==> src/rtl/uart_transceiver.sv <==
// uart_transceiver
// Full-duplex 8N1 UART (1 start bit, 8 data bits LSB-first, 1 stop bit,
// no parity). A shared clock-enable tick runs at BAUD_RATE*PRESCALER and
// drives both the receiver and the transmitter. The receiver oversamples
// rx and takes its decision at the centre of each bit.
//
// Parameters:
//   CLOCK_RATE  system clock frequency in Hz
//   BAUD_RATE   serial bit rate
//   PRESCALER   oversample ticks per bit (even, >= 4)
//
// Ports:
//   clk             system clock
//   rst             synchronous active-high reset
//   rx              serial input, idle high, asynchronous to clk
//   tx              serial output, idle high
//   transmit        level request to send tx_byte
//   tx_byte         byte to send, captured when a frame starts
//   received        one-cycle pulse, rx_byte holds a new good byte
//   rx_byte         last good received byte
//   is_receiving    receiver is not idle
//   is_transmitting a frame is on tx (start through end of stop)
//   rx_error        one-cycle pulse on a framing error (stop bit low)
module uart_transceiver #(
    parameter int CLOCK_RATE = 50000000,
    parameter int BAUD_RATE  = 9600,
    parameter int PRESCALER  = 8
) (
    input  logic       clk,
    input  logic       rst,
    input  logic       rx,
    output logic       tx,
    input  logic       transmit,
    input  logic [7:0] tx_byte,
    output logic       received,
    output logic [7:0] rx_byte,
    output logic       is_receiving,
    output logic       is_transmitting,
    output logic       rx_error
);

    localparam int CLOCK_DIVIDE = CLOCK_RATE / (BAUD_RATE * PRESCALER);
    localparam int DIV_W        = (CLOCK_DIVIDE > 1) ? $clog2(CLOCK_DIVIDE) : 1;
    localparam int CNT_W        = $clog2(PRESCALER + 1);

    localparam logic [DIV_W-1:0] DIV_LAST   = DIV_W'(CLOCK_DIVIDE - 1);
    localparam logic [CNT_W-1:0] TICKS_BIT  = CNT_W'(PRESCALER);
    localparam logic [CNT_W-1:0] TICKS_HALF = CNT_W'(PRESCALER / 2);
    localparam logic [CNT_W-1:0] CNT_ONE    = CNT_W'(1);

    typedef enum logic [1:0] {RX_IDLE, RX_START, RX_DATA, RX_STOP} rx_state_t;
    typedef enum logic [1:0] {TX_IDLE, TX_START, TX_DATA, TX_STOP} tx_state_t;

    logic [DIV_W-1:0] div_cnt;
    logic             tick;
    logic             rx_meta;
    logic             rx_sync;

    rx_state_t        rx_state, rx_state_n;
    logic [CNT_W-1:0] rx_cnt, rx_cnt_n;
    logic [2:0]       rx_idx, rx_idx_n;
    logic [7:0]       rx_shift, rx_shift_n;
    logic [7:0]       rx_byte_n;
    logic             received_n;
    logic             rx_error_n;

    tx_state_t        tx_state, tx_state_n;
    logic [CNT_W-1:0] tx_cnt, tx_cnt_n;
    logic [2:0]       tx_idx, tx_idx_n;
    logic [7:0]       tx_shift, tx_shift_n;
    logic             tx_n;

    // Free-running divider; with CLOCK_DIVIDE == 1 the tick is always high.
    always_ff @(posedge clk) begin
        if (rst) begin
            div_cnt <= '0;
        end else if (div_cnt == DIV_LAST) begin
            div_cnt <= '0;
        end else begin
            div_cnt <= div_cnt + DIV_W'(1);
        end
    end

    assign tick = (div_cnt == DIV_LAST);

    // Two-flop synchroniser; resets to the idle line level so no false
    // start bit is seen coming out of reset.
    always_ff @(posedge clk) begin
        if (rst) begin
            rx_meta <= 1'b1;
            rx_sync <= 1'b1;
        end else begin
            rx_meta <= rx;
            rx_sync <= rx_meta;
        end
    end

    // Receiver state and datapath registers.
    always_ff @(posedge clk) begin
        if (rst) begin
            rx_state <= RX_IDLE;
            rx_cnt   <= '0;
            rx_idx   <= '0;
            rx_shift <= '0;
            rx_byte  <= '0;
            received <= 1'b0;
            rx_error <= 1'b0;
        end else begin
            rx_state <= rx_state_n;
            rx_cnt   <= rx_cnt_n;
            rx_idx   <= rx_idx_n;
            rx_shift <= rx_shift_n;
            rx_byte  <= rx_byte_n;
            received <= received_n;
            rx_error <= rx_error_n;
        end
    end

    // Receiver next state. The counter holds ticks remaining until the next
    // decision point; loading half a bit first puts later samples at bit
    // centres. Leaving at stop-bit centre allows back-to-back frames.
    always_comb begin
        rx_state_n = rx_state;
        rx_cnt_n   = rx_cnt;
        rx_idx_n   = rx_idx;
        rx_shift_n = rx_shift;
        rx_byte_n  = rx_byte;
        received_n = 1'b0;
        rx_error_n = 1'b0;
        case (rx_state)
            RX_IDLE: begin
                if (!rx_sync) begin
                    rx_state_n = RX_START;
                    rx_cnt_n   = TICKS_HALF;
                end
            end
            RX_START: begin
                if (tick) begin
                    if (rx_cnt == CNT_ONE) begin
                        if (!rx_sync) begin
                            rx_state_n = RX_DATA;
                            rx_idx_n   = 3'd0;
                            rx_cnt_n   = TICKS_BIT;
                        end else begin
                            rx_state_n = RX_IDLE;
                        end
                    end else begin
                        rx_cnt_n = rx_cnt - CNT_ONE;
                    end
                end
            end
            RX_DATA: begin
                if (tick) begin
                    if (rx_cnt == CNT_ONE) begin
                        rx_shift_n = {rx_sync, rx_shift[7:1]};
                        rx_cnt_n   = TICKS_BIT;
                        if (rx_idx == 3'd7) begin
                            rx_state_n = RX_STOP;
                        end else begin
                            rx_idx_n = rx_idx + 3'd1;
                        end
                    end else begin
                        rx_cnt_n = rx_cnt - CNT_ONE;
                    end
                end
            end
            RX_STOP: begin
                if (tick) begin
                    if (rx_cnt == CNT_ONE) begin
                        rx_state_n = RX_IDLE;
                        if (rx_sync) begin
                            rx_byte_n  = rx_shift;
                            received_n = 1'b1;
                        end else begin
                            rx_error_n = 1'b1;
                        end
                    end else begin
                        rx_cnt_n = rx_cnt - CNT_ONE;
                    end
                end
            end
            default: rx_state_n = RX_IDLE;
        endcase
    end

    assign is_receiving = (rx_state != RX_IDLE);

    // Transmitter state and datapath registers; tx is registered so the
    // line never glitches.
    always_ff @(posedge clk) begin
        if (rst) begin
            tx_state <= TX_IDLE;
            tx_cnt   <= '0;
            tx_idx   <= '0;
            tx_shift <= '0;
            tx       <= 1'b1;
        end else begin
            tx_state <= tx_state_n;
            tx_cnt   <= tx_cnt_n;
            tx_idx   <= tx_idx_n;
            tx_shift <= tx_shift_n;
            tx       <= tx_n;
        end
    end

    // Transmitter next state. The byte is captured at frame start so later
    // tx_byte changes cannot corrupt the frame; transmit is only looked at
    // in idle, so a held request chains frames back-to-back.
    always_comb begin
        tx_state_n = tx_state;
        tx_cnt_n   = tx_cnt;
        tx_idx_n   = tx_idx;
        tx_shift_n = tx_shift;
        tx_n       = tx;
        case (tx_state)
            TX_IDLE: begin
                tx_n = 1'b1;
                if (transmit) begin
                    tx_state_n = TX_START;
                    tx_shift_n = tx_byte;
                    tx_cnt_n   = TICKS_BIT;
                    tx_n       = 1'b0;
                end
            end
            TX_START: begin
                if (tick) begin
                    if (tx_cnt == CNT_ONE) begin
                        tx_state_n = TX_DATA;
                        tx_idx_n   = 3'd0;
                        tx_cnt_n   = TICKS_BIT;
                        tx_n       = tx_shift[0];
                    end else begin
                        tx_cnt_n = tx_cnt - CNT_ONE;
                    end
                end
            end
            TX_DATA: begin
                if (tick) begin
                    if (tx_cnt == CNT_ONE) begin
                        tx_cnt_n = TICKS_BIT;
                        if (tx_idx == 3'd7) begin
                            tx_state_n = TX_STOP;
                            tx_n       = 1'b1;
                        end else begin
                            tx_idx_n   = tx_idx + 3'd1;
                            tx_shift_n = {1'b0, tx_shift[7:1]};
                            tx_n       = tx_shift[1];
                        end
                    end else begin
                        tx_cnt_n = tx_cnt - CNT_ONE;
                    end
                end
            end
            TX_STOP: begin
                if (tick) begin
                    if (tx_cnt == CNT_ONE) begin
                        tx_state_n = TX_IDLE;
                    end else begin
                        tx_cnt_n = tx_cnt - CNT_ONE;
                    end
                end
            end
            default: begin
                tx_state_n = TX_IDLE;
                tx_n       = 1'b1;
            end
        endcase
    end

    assign is_transmitting = (tx_state != TX_IDLE);

endmodule

==> config.mk <==
export PLATFORM = sky130hd
export DESIGN_NAME = uart_transceiver
export DESIGN_NICKNAME = d
export VERILOG_FILES = /design/src/rtl/uart_transceiver.sv
export SDC_FILE = /design/constraint.sdc
export NUM_CORES = 1
export LEC_CHECK = 0
export CORE_ASPECT_RATIO = 0.5
export CORE_UTILIZATION = 40
export DETAILED_ROUTE_END_ITERATION = 16
export PLACE_DENSITY = 0.7
export SYNTH_ARGS = -nofsm -noshare
export SYNTH_HDL_FRONTEND = slang
export SYNTH_SLANG_ARGS = --single-unit
==> constraint.sdc <==
create_clock -name clk -period 3.95 [get_ports clk]
set_clock_uncertainty 0.05 [all_clocks]
set_input_delay 0.79 -clock clk [delete_from_list [all_inputs] [get_ports clk]]
set_output_delay 0.79 -clock clk [all_outputs]
set_load 0.02 [all_outputs]
==> out/qor.json <==
{
  "timing.final.hold_violations": {"value": 0},
  "grt_start_max_net_pins": {"value": 51},
  "fin_util": {"value": 51.0, "unit": "%"},
  "die_h": {"value": 62.6, "unit": "um"},
  "async_reset_ff_share": {"value": 0, "unit": "%"},
  "cp.buffers_inverters": {"value": 3},
  "nets": {"value": 395},
  "min_path_type": {"value": "reg2reg"},
  "io_pins": {"value": 25},
  "dp.final_hpwl": {"value": 4340, "unit": "um"},
  "grt_first_pass_wirelength": {"value": 10700, "unit": "um"},
  "ys_types": {"value": 55},
  "leakage": {"value": 1.35, "unit": "nW"},
  "route.detailed.wl_per_inst": {"value": 13.2, "unit": "um"},
  "synth-warning-count": {"value": 0},
  "switching_share": {"value": 34.3, "unit": "%"},
  "diodes": {"value": 0},
  "synth_top_area_cell": {"value": "dfxtp_1"},
  "layout-drive-gt1-share": {"value": 9.81, "unit": "%"},
  "crit_required": {"value": 3.11, "unit": "ns"},
  "synth_enable_flop_cells": {"value": 0},
  "internal-power": {"value": 1.28, "unit": "mW"},
  "worstSetupPathType": {"value": "reg2out"},
  "ctsHoldBuffers": {"value": 0},
  "initial_core_util": {"value": 42.7, "unit": "%"},
  "worst_setup_path_start_kind": {"value": "register"},
  "syn_area": {"value": 2940, "unit": "um^2"},
  "placement.io_buffers": {"value": 24},
  "global_route.overflow_total": {"value": 0},
  "avgViaCountPerCell": {"value": 5.33},
  "worst-endpoint-arrival": {"value": 1.96, "unit": "ns"},
  "syn2layout_area_growth": {"value": 19.6, "unit": "%"},
  "tritoncts.num_buffers": {"value": 9},
  "cts_buffer_depth": {"value": 2},
  "cts_resized": {"value": 0},
  "vdd_ir_drop_max": {"value": 226, "unit": "uV"},
  "maxCapViolations": {"value": 0},
  "sequential_cell_area": {"value": 1140, "unit": "um^2"},
  "cp_slowest_cell": {"value": "clkdlybuf4s50_1"},
  "synth.ff_latch_count": {"value": 57},
  "setup-tns-final": {"value": 0, "unit": "ns"},
  "core_area": {"value": 6880, "unit": "um^2"},
  "post_cts_buffers": {"value": 0},
  "synth_top_cell_area_share": {"value": 38.9, "unit": "%"},
  "ys.flop_type": {"value": "dfxtp_1"},
  "critical_path_peak_fanout": {"value": 6},
  "timing.slew.headroom": {"value": 60.0, "unit": "%"},
  "rsz_0062_raised_after_global_routing": {"value": "no"},
  "outcome": {"value": "complete, no violations"},
  "first_global_vias": {"value": 2370},
  "horizontal_die_dimension": {"value": 123, "unit": "um"},
  "final_setup_viols": {"value": 0},
  "tritoncts": {"value": "yes"},
  "multi_input_comb_area": {"value": 1660, "unit": "um^2"},
  "sequentialPowerShare": {"value": 35.5, "unit": "%"},
  "floorplan.die_area": {"value": 7710, "unit": "um^2"},
  "initial_antenna_violation_count": {"value": 0},
  "tightest_slew": {"value": 0.600, "unit": "ns"},
  "mappedNetlistNets": {"value": 373},
  "number_of_instances_in_the_synthesized_netlist": {"value": 340},
  "comb_power_share": {"value": 29.1, "unit": "%"},
  "crit_path_largest_cell_delay": {"value": 0.63, "unit": "ns"},
  "cts.clk_slew.worst_paths": {"value": 0.06, "unit": "ns"},
  "crit_path_cell_trace": {"value": "inv_1 -> ha_1 -> inv_1 -> clkdlybuf4s50_1"},
  "maxClockFrequency": {"value": 0.357, "unit": "GHz"},
  "drv_slew": {"value": 0},
  "final_weighted_congestion_of_routability_driven_global_placement": {"value": 0.859},
  "cts_htree_levels": {"value": 3},
  "power.density": {"value": 554, "unit": "nW/um^2"},
  "firstDrtPassIters": {"value": 4},
  "final_period_demand_of_the_worst_path": {"value": 2.80, "unit": "ns"},
  "portion_of_total_power_attributed_to_the_clock_network": {"value": 35.4, "unit": "%"},
  "ant_nets": {"value": 0},
  "globalRouteTotalUtil": {"value": 17.6, "unit": "%"},
  "critical_path.endpoint_type": {"value": "output port"},
  "drtIter0Drc": {"value": 147},
  "placement_rows": {"value": 21},
  "synth_sequential_area_ratio": {"value": 38.9, "unit": "%"},
  "switching_power": {"value": 0.668, "unit": "mW"},
  "clk_latency": {"value": 0.32, "unit": "ns"},
  "filler_cell_count": {"value": 623},
  "critPathMostFrequentCell": {"value": "inv_1"},
  "drc_errors": {"value": 0},
  "period_share": {"value": 70.9, "unit": "%"},
  "critical_path.top_delay_family": {"value": "buffers and inverters"},
  "cts_num_sinks": {"value": 57},
  "routed-via-count": {"value": 2447},
  "postRouteWirelength": {"value": 6080, "unit": "um"},
  "synth.area.top_cells": {"value": "dfxtp_1 39%, ha_1 8.9%, a21oi_1 5.6%"},
  "post_synth.cell_area_avg": {"value": 8.64, "unit": "um^2"},
  "cts.root.buffer_cell": {"value": "clkbuf_16"}
}
==> power groups by stage <==
stage / clock network, mW / logic [mW] / registers, mW
CTS: 0.704 / 0.561 / 0.689
detailed placement: 0 / 0.556 / 0.700
floorplan: 0 / 0.423 / 0.688
global route: 0.745 / 0.636 / 0.700
global placement: 0 / 0.540 / 0.696
finish: 0.689 / 0.567 / 0.691
==> state kept, by name (all words and copies together), names as in the netlist, 2 cells and up, named ones only <==
name / cells
div_cnt: 10
tx_state: 2
tx_shift: 8
rx_byte: 8
tx_cnt: 4
rx_shift: 8
rx_cnt: 4
rx_idx: 3
tx_idx: 3
==> cell usage after synthesis (all sizes together), types with 7 or more instances <==
| master | count |
|---|---|
| ha | 21 |
| nand3 | 26 |
| nor2 | 36 |
| o21ai | 15 |
| mux2i | 12 |
| clkbuf | 10 |
| dfxtp | 57 |
| nand2b | 8 |
| inv | 19 |
| xor2 | 7 |
| a21oi | 33 |
| nand2 | 24 |
==> worst register-to-register path: stages (launching register included) <==
cell and delay (ns):
dfxtp_1 0.39, ha_1 0.19, or3b_2 0.50, nor4_2 0.16, buf_4 0.22, nand3_1 0.43, mux2i_1 0.30, nor2_1 0.06
==> cell families (layout without fill, tap and decap cells) <==
logic type | Yosys count | in the layout | synth area share (%)
AND/OR/NAND/NOR | 131 | 131 | 23.6
adder cells (fa/ha/maj) | 21 | 21 | 8.95
flip-flops | 57 | 57 | 38.9
XOR/XNOR | 9 | 9 | 2.68
buffers and inverters | 34 | 61 | 4.64
AO/OA/AOI/OAI | 76 | 76 | 17.2
multiplexers | 12 | 12 | 4.09
==> metrics by stage <==
stage | area, um^2 | std cells | power [mW] | setup WS [ns] | hold slack [ns]
3_3_place_gp | 3240 | 443 | 1.24 | 1.34 | 0.355
3_5_place_dp | 3240 | 443 | 1.26 | 1.26 | 0.359
5_1_grt | 3510 | 459 | 2.08 | 1.06 | 0.394
6_report | 3510 | 459 | 1.95 | 1.15 | 0.364
2_1_floorplan | 2940 | 340 | 1.11 | 1.92 | 0.339
4_1_cts | 3510 | 459 | 1.95 | 1.16 | 0.371
==> routing by layer <==
metal	wire length (um)	track usage, %	vias up	part of all wire (%)
met4	73	6.93	0	1.2
li1	-	-	1249	-
met1	2970	21.7	1146	49
met2	2780	28.4	45	46
met3	260	5.47	7	4.3
met5	0	0	-	0
==> final cells by class <==
| class | instances | area share, % |
|---|---|---|
| Multi-Input combinational cell | 249 | 47.2 |
| Sequential cell | 57 | 32.5 |
| Timing Repair Buffer | 26 | 7.26 |
| Clock buffer | 9 | 6.41 |
| Tap cell | 92 | 3.28 |
| Inverter | 19 | 2.03 |
| Clock inverter | 7 | 1.32 |
==> layout by cell type, fill, tap and decap left out, types with 2 or more instances in the layout <==
cell type and count:
dfxtp_1 57, nor2_1 36, a21oi_1 33, nand3_1 26, clkdlybuf4s50_1 24, nand2_1 23, ha_1 21, inv_1 19
o21ai_0 15, mux2i_1 12, clkbuf_16 9, nand2b_1 8, xor2_1 7, nor3_1 5, or2_2 4, nand4_1 4
a22oi_1 4, and3_1 3, nor2b_1 3, a221oi_1 3, clkinv_2 3, clkinvlp_4 3, or3b_2 2, nor3b_1 2
nor3b_2 2, o22ai_1 2, nand4b_1 2, xnor2_1 2, a211oi_1 2, and2b_1 2, buf_4 2
==> final timing paths <==
check                           startpoint                      end  slack [ns]  cells past startpoint
setup / recovery  tx_state[0]$_SDFFE_PP0P_          is_transmitting        1.15                      4
hold / removal          rx_meta$_SDFF_PP1_       rx_sync$_SDFF_PP1_        0.36                      1
setup reg to reg    rx_cnt[0]$_SDFFE_PP0P_  rx_byte[7]$_SDFFE_PP0P_        1.52                      7
hold reg to reg         rx_meta$_SDFF_PP1_       rx_sync$_SDFF_PP1_        0.36                      1
No activity file was read; power rests on OpenSTA's default activity.
